==> config.mk <==
export PLATFORM = sky130hd
export DESIGN_NAME = i2c_target_regs
export DESIGN_NICKNAME = d
export VERILOG_FILES = /design/src/rtl/i2c_pkg.sv /design/src/rtl/i2c_edge_detect.sv /design/src/rtl/i2c_target_regs.sv
export SDC_FILE = /design/constraint.sdc
export NUM_CORES = 1
export LEC_CHECK = 0
export ABC_AREA = 1
export BUFFER_PORTS_ARGS = -buffer_cell sky130_fd_sc_hd__buf_2
export CORE_ASPECT_RATIO = 1.75
export CORE_MARGIN = 4
export CORE_UTILIZATION = 63
export CTS_CLUSTER_SIZE = 25
export DETAILED_ROUTE_END_ITERATION = 6
export PLACE_DENSITY = 0.9
export SLEW_MARGIN = 10
export SYNTH_ARGS = -nofsm -noshare
export SYNTH_HDL_FRONTEND = slang
export SYNTH_SLANG_ARGS = --single-unit
==> constraint.sdc <==
create_clock -name clk -period 7.3 [get_ports clk]
set_clock_uncertainty 0.1 [all_clocks]
set_input_delay 0.73 -clock clk [delete_from_list [all_inputs] [get_ports clk]]
set_output_delay 0.73 -clock clk [all_outputs]
set_load 0.02 [all_outputs]
==> src/rtl/i2c_pkg.sv <==
// rtl/i2c_pkg.sv - shared I2C state encoding and bus bit constants
package i2c_pkg;

    typedef enum logic [3:0] {
        ST_IDLE,
        ST_ADDR,
        ST_ADDR_ACK,
        ST_PTR,
        ST_PTR_ACK,
        ST_WDATA,
        ST_WDATA_ACK,
        ST_RDATA,
        ST_RDATA_ACK,
        ST_IGNORE
    } i2c_state_e;

    localparam logic BIT_ACK  = 1'b0;
    localparam logic BIT_NACK = 1'b1;
    localparam logic RW_WRITE = 1'b0;
    localparam logic RW_READ  = 1'b1;

endpackage

==> src/rtl/i2c_edge_detect.sv <==
// rtl/i2c_edge_detect.sv - START/STOP and SCL edge detection on synchronized bus lines
module i2c_edge_detect (
    input  logic clk,
    input  logic reset,
    input  logic scl_i,
    input  logic sda_i,
    output logic start_o,
    output logic stop_o,
    output logic scl_rise_o,
    output logic scl_fall_o
);

    logic scl_q;
    logic sda_q;

    // Previous samples; reset to idle-bus levels so leaving reset never fakes an edge.
    always_ff @(posedge clk or posedge reset) begin
        if (reset) begin
            scl_q <= 1'b1;
            sda_q <= 1'b1;
        end else begin
            scl_q <= scl_i;
            sda_q <= sda_i;
        end
    end

    assign start_o    = scl_i & sda_q & ~sda_i;
    assign stop_o     = scl_i & ~sda_q & sda_i;
    assign scl_rise_o = ~scl_q & scl_i;
    assign scl_fall_o = scl_q & ~scl_i;

endmodule

==> src/rtl/i2c_target_regs.sv <==
// rtl/i2c_target_regs.sv - I2C target exposing a byte-wide register file
module i2c_target_regs
    import i2c_pkg::*;
#(
    parameter logic [6:0] DEV_ADDR = 7'h48,
    parameter int         REG_BITS = 4
) (
    input  logic                clk,
    input  logic                reset,
    input  logic                scl_i,
    input  logic                sda_i,
    output logic                scl_o,
    output logic                sda_o,
    input  logic                wr_en,
    input  logic [REG_BITS-1:0] wr_addr,
    input  logic [7:0]          wr_data,
    input  logic [REG_BITS-1:0] rd_addr,
    output logic [7:0]          rd_data,
    output logic                bus_wr,
    output logic [REG_BITS-1:0] bus_wr_addr,
    output logic [7:0]          bus_wr_data,
    output logic                busy
);

    localparam int NUM_REGS = 1 << REG_BITS;

    i2c_state_e          state_q, state_d;
    logic [2:0]          cnt_q, cnt_d;
    logic [7:0]          shift_q, shift_d;
    logic [REG_BITS-1:0] ptr_q, ptr_d;
    logic                sda_o_q, sda_o_d;
    logic                busy_q, busy_d;
    logic                bus_we;
    logic                bus_wr_q;
    logic [REG_BITS-1:0] bus_wr_addr_q;
    logic [7:0]          bus_wr_data_q;
    logic [7:0]          rd_data_q;
    logic [7:0]          regs_q [NUM_REGS];

    logic                start, stop, scl_rise, scl_fall;
    logic [7:0]          byte_in;
    logic [7:0]          rd_byte;

    i2c_edge_detect u_edge (
        .clk        (clk),
        .reset      (reset),
        .scl_i      (scl_i),
        .sda_i      (sda_i),
        .start_o    (start),
        .stop_o     (stop),
        .scl_rise_o (scl_rise),
        .scl_fall_o (scl_fall)
    );

    assign byte_in = {shift_q[6:0], sda_i};
    assign rd_byte = regs_q[ptr_q];

    // Bus protocol: bit shifting, ACK phases and pointer handling; SDA only moves after a detected SCL fall.
    always_comb begin
        state_d = state_q;
        cnt_d   = cnt_q;
        shift_d = shift_q;
        ptr_d   = ptr_q;
        sda_o_d = sda_o_q;
        busy_d  = busy_q;
        bus_we  = 1'b0;
        if (stop) begin
            state_d = ST_IDLE;
            sda_o_d = 1'b1;
            busy_d  = 1'b0;
        end else if (start) begin
            state_d = ST_ADDR;
            cnt_d   = 3'd0;
            sda_o_d = 1'b1;
        end else begin
            unique case (state_q)
                ST_ADDR: if (scl_rise) begin
                    shift_d = byte_in;
                    cnt_d   = cnt_q + 3'd1;
                    if (cnt_q == 3'd7) begin
                        if (byte_in[7:1] == DEV_ADDR) begin
                            state_d = ST_ADDR_ACK;
                            busy_d  = 1'b1;
                        end else begin
                            state_d = ST_IGNORE;
                        end
                    end
                end
                // First fall drives the ACK; with SDA already low the next fall ends the 9th clock.
                ST_ADDR_ACK: if (scl_fall) begin
                    if (sda_o_q) begin
                        sda_o_d = BIT_ACK;
                    end else begin
                        cnt_d = 3'd0;
                        case (shift_q[0])
                            RW_READ: begin
                                shift_d = rd_byte;
                                sda_o_d = rd_byte[7];
                                state_d = ST_RDATA;
                            end
                            RW_WRITE: begin
                                sda_o_d = 1'b1;
                                state_d = ST_PTR;
                            end
                        endcase
                    end
                end
                ST_PTR: if (scl_rise) begin
                    shift_d = byte_in;
                    cnt_d   = cnt_q + 3'd1;
                    if (cnt_q == 3'd7) begin
                        ptr_d   = byte_in[REG_BITS-1:0];
                        state_d = ST_PTR_ACK;
                    end
                end
                ST_WDATA: if (scl_rise) begin
                    shift_d = byte_in;
                    cnt_d   = cnt_q + 3'd1;
                    if (cnt_q == 3'd7) begin
                        bus_we  = 1'b1;
                        ptr_d   = ptr_q + 1'b1;
                        state_d = ST_WDATA_ACK;
                    end
                end
                ST_PTR_ACK, ST_WDATA_ACK: if (scl_fall) begin
                    if (sda_o_q) begin
                        sda_o_d = BIT_ACK;
                    end else begin
                        sda_o_d = 1'b1;
                        cnt_d   = 3'd0;
                        state_d = ST_WDATA;
                    end
                end
                ST_RDATA: if (scl_fall) begin
                    cnt_d = cnt_q + 3'd1;
                    if (cnt_q == 3'd7) begin
                        sda_o_d = 1'b1;
                        state_d = ST_RDATA_ACK;
                    end else begin
                        shift_d = {shift_q[6:0], 1'b0};
                        sda_o_d = shift_q[6];
                    end
                end
                // Rise samples the initiator's ACK; the following fall can only occur after an ACK.
                ST_RDATA_ACK: begin
                    if (scl_rise) begin
                        if (sda_i == BIT_NACK) begin
                            state_d = ST_IGNORE;
                        end else begin
                            ptr_d = ptr_q + 1'b1;
                        end
                    end else if (scl_fall) begin
                        shift_d = rd_byte;
                        sda_o_d = rd_byte[7];
                        cnt_d   = 3'd0;
                        state_d = ST_RDATA;
                    end
                end
                default: ;
            endcase
        end
    end

    // Protocol state and bus-side output registers.
    always_ff @(posedge clk or posedge reset) begin
        if (reset) begin
            state_q       <= ST_IDLE;
            cnt_q         <= 3'd0;
            shift_q       <= 8'h00;
            ptr_q         <= '0;
            sda_o_q       <= 1'b1;
            busy_q        <= 1'b0;
            bus_wr_q      <= 1'b0;
            bus_wr_addr_q <= '0;
            bus_wr_data_q <= 8'h00;
        end else begin
            state_q  <= state_d;
            cnt_q    <= cnt_d;
            shift_q  <= shift_d;
            ptr_q    <= ptr_d;
            sda_o_q  <= sda_o_d;
            busy_q   <= busy_d;
            bus_wr_q <= bus_we;
            if (bus_we) begin
                bus_wr_addr_q <= ptr_q;
                bus_wr_data_q <= byte_in;
            end
        end
    end

    // Register file: the bus write is ordered last so it wins a same-register collision.
    always_ff @(posedge clk or posedge reset) begin
        if (reset) begin
            for (int i = 0; i < NUM_REGS; i++) begin
                regs_q[i] <= 8'h00;
            end
        end else begin
            if (wr_en) begin
                regs_q[wr_addr] <= wr_data;
            end
            if (bus_we) begin
                regs_q[ptr_q] <= byte_in;
            end
        end
    end

    // Registered local read port.
    always_ff @(posedge clk or posedge reset) begin
        if (reset) begin
            rd_data_q <= 8'h00;
        end else begin
            rd_data_q <= regs_q[rd_addr];
        end
    end

    assign scl_o       = 1'b1;
    assign sda_o       = sda_o_q;
    assign busy        = busy_q;
    assign bus_wr      = bus_wr_q;
    assign bus_wr_addr = bus_wr_addr_q;
    assign bus_wr_data = bus_wr_data_q;
    assign rd_data     = rd_data_q;

endmodule
==> results.cfg <==
[power]
p_leak_nw = 6.06
peakVddDrop_mv = 0.299
power_mw = 4.14
power-per-cell-area_nw_per_um2 = 347

[floorplanning]
die_h_um = 185
die_x_um = 109
dieArea_um2 = 20100
initial_utilization_pct = 64.3
rows = 64
ios = 45
core_area_um2 = 17500

[cells_and_area]
area_growth_pct = 6.28
antenna_cells = 0
layout-drive-gt1-share_pct = 8.27
num-nets-final = 1687

[critical_path]
crit_fanout = 89
max_stage_delay_ns = 0.64
r2r-end = regs_q[63]
cp.arrival_ns = 2.95
crit_chain = buf_4 > buf_4 > a21oi_1 > o21ai_0 > nand2_1 > o22ai_1 > o21ai_0
cp.required_ns = 7.50
rr_worst_depth = 8
cp-end-kind = flop
rr_startpoint = ptr_q[1]
cp-start-kind = input pin
rrSetupSlack_ns = 4.57
critical_path_class = input pin to flop
critPathSlowestCell = buf_4

[min_path]
hold_class = input pin to flop
holdCritStartpoint = sda_i
min_to = u_edge.sda_q
min_path_cells = 1

[global_routing]
antenna_found_initial = 0
gr-usage-met3_pct = 9.71
grt_pass1_vias = 11151
grt_pass1_wl_mm = 61.1
grt_max_degree = 100
overflow = 0
top_usage_layer = met2
grtUsageMet1_pct = 46.1
grt_util_all_layers_pct = 40.8
met2_usage_pct = 63.5

[clock_network]
ctsHoldBuffers = 0
cts_root_buf = clkbuf_16
cts_buffer_depth = 2
cts_resized = 0
worstSkewPairLatency_ns = 0.45
cts_tree = yes
cts_inserted_buffers = 17
h-tree-depth = 4
clk_pin_slew_ns = 0.06
clkSinkCount = 171
cts_setup_buffers = 0

[drt]
vias = 11754
vias_per_cell = 6.19
drtAntennaViolNets = 0
drtIter0Drc = 1573
wl_mm = 39.7
drc = 0
firstDrtPassIters = 7
wl_per_cell_um = 20.9

[placed_design]
dp_hpwl_mm = 26.1
numPortBuffers = 43
gp_routability_congestion = 1.01

[yosys]
syn_area_um2 = 11200
synth_area_per_cell_um2 = 6.64
ys_types = 37
seq_area_frac_synth_pct = 38.2
syn_nets = 1718
synth-seq-cells = 171
yosys_warnings = 0
syn_inst = 1689

[sta]
period_share_pct = 37.6
hold_viol = 0
rsz0062_at_grt = false
slew_violations = 0
setup_violations = 0
period_needed_ns = 2.75
max_clock_freq_mhz = 364
max_slew_margin_pct = 6.65
fin_tns_setup_ns = 0
worst_pin_slew_ns = 1.40

[job]
max-cap-violations = 0

[outcome]
status = complete, no violations
layout by cell type, fill, tap and decap left out, types with 2 or more instances in the layout:
cell type | synthesis | layout
nand2_4 | 4 | 4
o21ai_2 | 19 | 19
buf_4 | 1 | 11
nor2_1 | 106 | 106
inv_1 | 168 | 167
bufinv_16 | 0 | 5
nand2_2 | 13 | 13
o21ai_1 | 76 | 76
o21ai_0 | 270 | 270
dfstp_2 | 3 | 3
nand3b_1 | 2 | 2
inv_2 | 2 | 2
nand2_1 | 541 | 541
buf_2 | 6 | 42
o211ai_1 | 7 | 7
mux2_2 | 4 | 4
nand3_1 | 87 | 87
clkbuf_1 | 74 | 3
clkinv_2 | 1 | 3
a21oi_1 | 69 | 69
nor2_4 | 3 | 3
nand4_1 | 8 | 8
nor2_8 | 3 | 3
clkbuf_16 | 0 | 17
ha_1 | 8 | 8
o221ai_1 | 14 | 14
dfrtp_1 | 168 | 167
metrics by stage:
stage	utilization, %	std cells	setup WS [ns]	instance area [um2]	hold slack, ns
floorplan	-	1689	1.84	11200	0.382
global placement	64.7	1870	4.23	11300	0.365
detailed placement	64.7	1870	4.20	11300	0.376
CTS	68.3	1899	4.65	11900	0.313
global route	68.3	1899	4.42	11900	0.312
finish	68.3	1899	4.55	11900	0.319
power breakdown:
group	leakage, nW	internal, mW	switching (mW)
clock	0.303	0.610	0.384
combinational	3.65	0.499	1.33
sequential	2.11	1.16	0.154
per-layer routing:
| layer | share of wire, % | vias up |
|---|---|---|
| li1 | - | 5381 |
| met1 | 33 | 5325 |
| met2 | 47 | 810 |
| met3 | 11 | 238 |
| met4 | 10 | 0 |
| met5 | 0 | - |
area by class of cell:
class / instances / area, um2
repair buffers: 53 / 293
multi-input cells: 1243 / 5780
clock inverters: 8 / 169
fillers: 1580 / 5540
clock buffers: 21 / 450
inverters: 172 / 654
well taps: 231 / 289
flip-flops and latches: 171 / 4280
Yosys cell counts:
master,instances,share of area (%)
nand2_1,541,18
o21ai_0,270,12
dfrtp_1,168,37
inv_1,168,5.6
nor2_1,106,3.5
nand3_1,87,3.9
o21ai_1,76,3.4
clkbuf_1,74,2.5
a21oi_1,69,3.1
o21ai_2,19,1.5
buf_6,14,1.4
o221ai_1,14,1.1
nand2_2,13,0.73
buf_1,8,0.27
ha_1,8,0.89
nand4_1,8,0.45
o211ai_1,7,0.47
buf_2,6,0.27
mux2_2,4,0.40
nand2_4,4,0.40
dfstp_2,3,0.70
nor2_4,3,0.30
nor2_8,3,0.54
inv_2,2,0.067
nand3b_1,2,0.13
a31oi_1,1,0.056
buf_4,1,0.067
clkinv_2,1,0.045
conb_1,1,0.033
inv_4,1,0.056
nand3_2,1,0.089
nor2_2,1,0.056
nor3_1,1,0.045
nor3_4,1,0.15
o22ai_1,1,0.056
or2_2,1,0.056
xor2_1,1,0.078
cell families (layout without fill, tap and decap cells):
kind of cell    count (synthesis)  after routing  synth area share (%)
other cells                     1              1                0.0334
compound gates                457            457                  21.7
buf+inv                       275            254                  10.3
mux                             4              4                 0.402
simple gates                  772            772                  28.5
fa+ha+maj                       8              8                 0.892
flops                         171            171                  38.2
xor+xnor                        1              1                0.0781
sequential cells by signal, summed over array words and instances, names as in the netlist:
register,flops
regs_q,128
bus_wr_data,8
rd_data,8
shift_q,7
bus_wr_addr,4
ptr_q,4
state_q,4
cnt_q,3
bus_wr,1
busy,1
sda_o,1
u_edge.scl_q,1
u_edge.sda_q,1
how the worst max path moves through the flow:
| stage | start | end | cells past startpoint |
|---|---|---|---|
| after floorplan | reset | bus_wr | 1 |
| after global placement | sda_i | state_q[2] | 9 |
| after detailed placement | sda_i | regs_q[33] | 7 |
| after CTS | sda_i | regs_q[6] | 10 |
| after global routing | sda_i | regs_q[97] | 8 |
| final | rd_addr[0] | rd_data[7] | 7 |
worst max-delay path, delay by kind of cell:
kind | cells | cell delay [ns]
buffers and inverters | 2 | 1.12
and+or+nand+nor | 1 | 0.07
AOI/OAI and AO/OA | 4 | 1.00
(Power assumes the default switching activity.)
